===== config.mk =====
export PLATFORM = sky130hd
export DESIGN_NAME = amiq_i2c_slave
export DESIGN_NICKNAME = d
export VERILOG_FILES = /design/src/rtl/amiq_i2c_slave.sv
export SDC_FILE = /design/constraint.sdc
export NUM_CORES = 1
export LEC_CHECK = 0
export BUFFER_PORTS_ARGS = -buffer_cell sky130_fd_sc_hd__buf_2
export CAP_MARGIN = 20
export CORE_UTILIZATION = 27
export CTS_CLUSTER_DIAMETER = 40
export DETAILED_ROUTE_END_ITERATION = 7
export HOLD_SLACK_MARGIN = 0.12
export SETUP_SLACK_MARGIN = 0.05
export SLEW_MARGIN = 20
export SYNTH_ARGS = -nofsm -noshare
export SYNTH_HDL_FRONTEND = slang
export SYNTH_SLANG_ARGS = --single-unit

===== constraint.sdc =====
create_clock -name clock -period 3.32 [get_ports clock]
set_input_delay 0.664 -clock clock [delete_from_list [all_inputs] [get_ports clock]]
set_output_delay 0.664 -clock clock [all_outputs]
set_load 0.02 [all_outputs]

===== src/rtl/amiq_i2c_slave.sv =====
// rtl/amiq_i2c_slave.sv - I2C register slave (7-bit address, 16x8 register file, pointer auto-increment).
// Define AMIQ_I2C_SLAVE_CLK_STRETCH_EN to hold SCL low for STRETCH_CYCLES after every ACK/NACK bit.
module amiq_i2c_slave #(
  parameter logic [6:0]  SLAVE_ADDR     = 7'h50,
  parameter int unsigned STRETCH_CYCLES = 8
) (
  input  logic       clock,
  input  logic       reset,
  input  logic       scl_i,
  input  logic       sda_i,
  output logic       scl_o,
  output logic       sda_o,
  output logic       scl_o_en,
  output logic       sda_o_en,
  output logic       wr_valid,
  output logic [3:0] wr_addr,
  output logic [7:0] wr_data,
  output logic       busy
);

  typedef enum logic [2:0] {
    S_IDLE,
    S_ADDR,
    S_ADDR_ACK,
    S_WR_BYTE,
    S_WR_ACK,
    S_RD_BYTE,
    S_RD_ACK
  } state_e;

  state_e     state_q, state_d;
  logic       scl_meta_q, scl_q, scl_prev_q;
  logic       sda_meta_q, sda_q, sda_prev_q;
  logic [3:0] bit_cnt_q, bit_cnt_d;
  logic [7:0] shift_q, shift_d;
  logic [3:0] ptr_q, ptr_d;
  logic       first_q, first_d;
  logic       nack_q, nack_d;
  logic       busy_q, busy_d;
  logic       wr_en;
  logic       wr_valid_q;
  logic [3:0] wr_addr_q;
  logic [7:0] wr_data_q;
  logic [7:0] regfile_q [16];

  logic scl_rise, scl_fall, start_det, stop_det;

  if (STRETCH_CYCLES == 0 || STRETCH_CYCLES > 255) begin : g_bad_stretch
    $error("STRETCH_CYCLES must be in 1..255");
  end

  always_ff @(posedge clock) begin
    if (reset) begin
      scl_meta_q <= 1'b1;
      scl_q      <= 1'b1;
      scl_prev_q <= 1'b1;
      sda_meta_q <= 1'b1;
      sda_q      <= 1'b1;
      sda_prev_q <= 1'b1;
    end else begin
      scl_meta_q <= scl_i;
      scl_q      <= scl_meta_q;
      scl_prev_q <= scl_q;
      sda_meta_q <= sda_i;
      sda_q      <= sda_meta_q;
      sda_prev_q <= sda_q;
    end
  end

  assign scl_rise  = scl_q & ~scl_prev_q;
  assign scl_fall  = ~scl_q & scl_prev_q;
  assign start_det = scl_q & scl_prev_q & sda_prev_q & ~sda_q;
  assign stop_det  = scl_q & scl_prev_q & ~sda_prev_q & sda_q;

  always_ff @(posedge clock) begin
    if (reset) begin
      state_q   <= S_IDLE;
      bit_cnt_q <= 4'd0;
      shift_q   <= 8'd0;
      ptr_q     <= 4'd0;
      first_q   <= 1'b0;
      nack_q    <= 1'b0;
      busy_q    <= 1'b0;
    end else begin
      state_q   <= state_d;
      bit_cnt_q <= bit_cnt_d;
      shift_q   <= shift_d;
      ptr_q     <= ptr_d;
      first_q   <= first_d;
      nack_q    <= nack_d;
      busy_q    <= busy_d;
    end
  end

  // Bit 8 is counted on its rising edge; the byte is acted on at the falling edge that ends it.
  always_comb begin
    state_d   = state_q;
    bit_cnt_d = bit_cnt_q;
    shift_d   = shift_q;
    ptr_d     = ptr_q;
    first_d   = first_q;
    nack_d    = nack_q;
    busy_d    = busy_q;
    wr_en     = 1'b0;
    if (stop_det) begin
      state_d = S_IDLE;
      busy_d  = 1'b0;
    end else if (start_det) begin
      state_d   = S_ADDR;
      bit_cnt_d = 4'd0;
      busy_d    = 1'b1;
    end else begin
      case (state_q)
        S_ADDR: begin
          if (scl_rise) begin
            shift_d   = {shift_q[6:0], sda_q};
            bit_cnt_d = bit_cnt_q + 4'd1;
          end else if (scl_fall && bit_cnt_q == 4'd8) begin
            state_d = (shift_q[7:1] == SLAVE_ADDR) ? S_ADDR_ACK : S_IDLE;
          end
        end
        S_ADDR_ACK: begin
          if (scl_fall) begin
            bit_cnt_d = 4'd0;
            if (shift_q[0]) begin
              state_d = S_RD_BYTE;
              shift_d = regfile_q[ptr_q];
            end else begin
              state_d = S_WR_BYTE;
              first_d = 1'b1;
            end
          end
        end
        S_WR_BYTE: begin
          if (scl_rise) begin
            shift_d   = {shift_q[6:0], sda_q};
            bit_cnt_d = bit_cnt_q + 4'd1;
          end else if (scl_fall && bit_cnt_q == 4'd8) begin
            state_d = S_WR_ACK;
            if (first_q) begin
              ptr_d   = shift_q[3:0];
              first_d = 1'b0;
            end else begin
              wr_en = 1'b1;
              ptr_d = ptr_q + 4'd1;
            end
          end
        end
        S_WR_ACK: begin
          if (scl_fall) begin
            state_d   = S_WR_BYTE;
            bit_cnt_d = 4'd0;
          end
        end
        S_RD_BYTE: begin
          if (scl_rise) begin
            bit_cnt_d = bit_cnt_q + 4'd1;
          end else if (scl_fall) begin
            if (bit_cnt_q == 4'd8) begin
              state_d = S_RD_ACK;
              ptr_d   = ptr_q + 4'd1;
            end else begin
              shift_d = {shift_q[6:0], 1'b0};
            end
          end
        end
        S_RD_ACK: begin
          if (scl_rise) begin
            nack_d = sda_q;
          end else if (scl_fall) begin
            if (!nack_q) begin
              state_d   = S_RD_BYTE;
              shift_d   = regfile_q[ptr_q];
              bit_cnt_d = 4'd0;
            end else begin
              state_d = S_IDLE;
            end
          end
        end
        default: state_d = state_q;
      endcase
    end
  end

  always_comb begin
    sda_o_en = 1'b0;
    case (state_q)
      S_ADDR_ACK, S_WR_ACK: sda_o_en = 1'b1;
      S_RD_BYTE:            sda_o_en = ~shift_q[7];
      default:              sda_o_en = 1'b0;
    endcase
  end

  always_ff @(posedge clock) begin
    if (reset) begin
      wr_valid_q <= 1'b0;
      wr_addr_q  <= 4'd0;
      wr_data_q  <= 8'd0;
      for (int i = 0; i < 16; i++) begin
        regfile_q[i] <= 8'd0;
      end
    end else begin
      wr_valid_q <= wr_en;
      if (wr_en) begin
        wr_addr_q        <= ptr_q;
        wr_data_q        <= shift_q;
        regfile_q[ptr_q] <= shift_q;
      end
    end
  end

`ifdef AMIQ_I2C_SLAVE_CLK_STRETCH_EN
  localparam logic [7:0] STRETCH_LOAD = 8'(STRETCH_CYCLES);
  logic [7:0] stretch_q;
  logic       ack_end;

  assign ack_end = scl_fall && !stop_det && !start_det &&
                   (state_q inside {S_ADDR_ACK, S_WR_ACK, S_RD_ACK});

  always_ff @(posedge clock) begin
    if (reset) begin
      stretch_q <= 8'd0;
    end else if (ack_end) begin
      stretch_q <= STRETCH_LOAD;
    end else if (stretch_q != 8'd0) begin
      stretch_q <= stretch_q - 8'd1;
    end
  end

  assign scl_o_en = (stretch_q != 8'd0);
`else
  assign scl_o_en = 1'b0;
`endif

  assign scl_o    = 1'b0;
  assign sda_o    = 1'b0;
  assign wr_valid = wr_valid_q;
  assign wr_addr  = wr_addr_q;
  assign wr_data  = wr_data_q;
  assign busy     = busy_q;

endmodule


==> flow_summary_export.csv <==
group,metric,value,unit
drt,vias,5066,
global_route,grt_max_degree,62,
drt,drt_drc_violations_left,0,
synthesis,synthFlopType,"edfxtp_1",
global_route,overflow,0,
die,io_pins,22,
layout,multi_input_area,3160,sq um
timing,setup_viol,0,
cts,clock-sinks,173,
drt,drtIter0Drc,394,
place,dpl-instance-area,8610,sq um
power,ir_drop,358,uV
cts,clockRootBuffer,"clkbuf_16",
place,dpl.hpwl,13000,microns
worst_hold_path,worstHoldEndpoint,"scl_q$_SDFF_PP1_",
layout,post-route-util,0.310,
timing,whs,0.410,ns
synthesis,syn_inst,664,
layout,syn_to_final_growth,12.6,%
drt,vias_per_cell,4.74,
timing,slew_headroom,0.319,
synthesis,synth_compound_gate_area_share,0.0668,
power,p_total,4.45,mW
cts,cts_tree,"done",
place,gp_congestion,0.805,
critical_path,critical_path_class,"reg2reg",
critical_path,r2r_end,"regfile_q[8][3]$_SDFFCE_PN0P_",
global_route,first_global_vias,4907,
outcome,status,"finished, final reports clean",
die,dieArea,30900,sq um
cts,htreeDepth,4,
place,placedCellCount,1037,
timing,rsz0062_at_grt,"no",
drt,drt-pass1-iter-count,5,
drt,wl_per_cell,18.1,microns
synthesis,synth_top_family_by_area,"simple AND/OR/NAND/NOR gates",
drt,antenna_left,0,
layout,register_area,4750,sq um
synthesis,synth_seq_cells,173,
critical_path,crit_path_end_kind,"flip-flop",
timing,tns,0,ns
critical_path,cp.arrival,2.77,ns
worst_hold_path,holdPathStages,1,
power,p_leak,3.16,nW
synthesis,synth_edf_count,128,
critical_path,worstPathMaxFanout,9,
worst_hold_path,hold_class,"reg2reg",
synthesis,async_flop_share,0,
die,num_rows,63,
cts,ctsHoldBuffers,0,
layout,fin_nets,676,
synthesis,yosysTopAreaCell,"edfxtp_1",
layout,final_cell_mix,"and2_1, edfxtp_1, nand2_1, dfxtp_1, a21oi_1",
cts,cts_resized,0,
timing,tightest_slew,1.02,ns
synthesis,synth_area_leaders,"edfxtp_1, dfxtp_1, and2_1",
layout,fin_cells,1069,
global_route,grtUsageTotal,0.132,
synthesis,avgSynthCellArea,12.3,sq um
drt,wirelength,19300,microns
critical_path,required,3.42,ns
place,pre_cts_slack,0.667,ns
run,cap_violations,0,
synthesis,ys_types,55,
layout,final_area,9170,sq um
cts,clk_pin_slew,0.07,ns
critical_path,r2r.worst_path.cells,7,
timing,final.period_utilization,0.802,
synthesis,synth-xor-area-share,0.00215,
timing,fin_skew,0.0102,ns
cts,cts_buffers,17,
timing,hold_viol,0,
die,die_y,176,microns
power,cellPowerDensity,486,nW/um^2
critical_path,timing.rr.start,"bit_cnt_q[0]$_SDFFE_PP0P_",
die,start_util,0.275,
die,die_w,176,microns
cts,clock_latency,0.43,ns
worst_hold_path,worst_hold_startpoint,"scl_meta_q$_SDFF_PP1_",
layout,final_common_cell,"and2_1",
timing,fmax,376,MHz
synthesis,yosys_warnings,0,
synthesis,synth_top_cell_area_share,0.472,
critical_path,cp-start-kind,"flip-flop",
cts,cts_max_path_buffers,2,
synthesis,yosys.area_share.simple,0.214,
layout,drive_gt1_frac,0.194,
synthesis,seq_area_frac_synth,0.582,
synthesis,yosys-mux-area-fraction,0.0944,
global_route,antenna_found_initial,0,
timing,fin_ws,0.657,ns
synthesis,syn_area,8150,sq um
cts,cts_setup_buffers,0,
global_route,grt_pass1_wl,29900,microns
layout,diodes,0,
synthesis,yosys.area_share.adder,0.00921,
timing,period_needed,2.66,ns
die,coreArea,29600,sq um
layout,fill_cells,3014,
critical_path,worst-r2r-setup-slack,0.66,ns
place,port_buffers,18,
timing,slew_viol_final,0,
-- state kept, by name, indices dropped and copies added (netlist names), 3 cells and up, named ones only --
name       count
bit_cnt_q      4
ptr_q          4
regfile_q    128
shift_q        8
state_q        3
wr_addr        4
wr_data        8
-- logic make-up after synthesis --
kind of cell,Yosys count
DFF,173
xor gates and xnor gates,2
AOI/OAI and AO/OA,87
muxes,40
adders and majority gates,6
buffers and inverters,57
and+or+nand+nor,298
other,1
-- cells in the mapped netlist, drive strengths merged, types with 6 or more instances --
cell / n
a21oi: 40
a22oi: 23
and2: 132
buf: 14
clkbuf: 37
dfxtp: 45
edfxtp: 128
ha: 6
inv: 6
mux2i: 6
mux4: 29
nand2: 49
nand2b: 7
nand3: 6
nand3b: 7
nor2: 33
nor2b: 11
o21ai: 7
or2: 24
-- metal layers --
| metal | global-route usage | share of wire | vias to the layer above |
|---|---|---|---|
| li1 | - | - | 2385 |
| met1 | 0.169 | 0.44 | 2484 |
| met2 | 0.209 | 0.48 | 163 |
| met3 | 0.0374 | 0.060 | 34 |
| met4 | 0.0543 | 0.022 | 0 |
| met5 | 0 | 0 | - |
-- area by class of cell --
class                      instances  area share
tap                              390      0.0532
sequential                       173       0.517
inverter                           6     0.00245
clock inverter                    13      0.0139
clock buffer                      19      0.0473
timing repair buffer              32      0.0213
multi-input combinational        436       0.345
-- how the worst max path moves through the flow --
stage	from	depth (start not counted)	endpoint	slack (ns)
floorplan	bit_cnt_q[0]$_SDFFE_PP0P_	7	regfile_q[8][0]$_SDFFCE_PN0P_	0.95
global placement	bit_cnt_q[0]$_SDFFE_PP0P_	7	regfile_q[8][3]$_SDFFCE_PN0P_	0.73
detailed placement	bit_cnt_q[0]$_SDFFE_PP0P_	7	regfile_q[8][3]$_SDFFCE_PN0P_	0.67
CTS	bit_cnt_q[0]$_SDFFE_PP0P_	7	regfile_q[8][3]$_SDFFCE_PN0P_	0.66
global route	bit_cnt_q[0]$_SDFFE_PP0P_	7	regfile_q[15][6]$_SDFFCE_PN0P_	0.36
finish	bit_cnt_q[0]$_SDFFE_PP0P_	7	regfile_q[8][3]$_SDFFCE_PN0P_	0.66
-- power breakdown --
part / internal, mW / switching, mW
clock network: 1.06 / 0.883
logic: 0.0410 / 0.0730
registers: 2.37 / 0.0301
-- worst max-delay path: stages (launching register included) --
cell	delay, ns
dfxtp_1	0.34
inv_1	0.07
ha_1	0.14
nand3b_1	0.23
or3_4	0.44
or4b_4	0.60
nor2_4	0.20
or2_1	0.31
(Power assumes the default switching activity.)
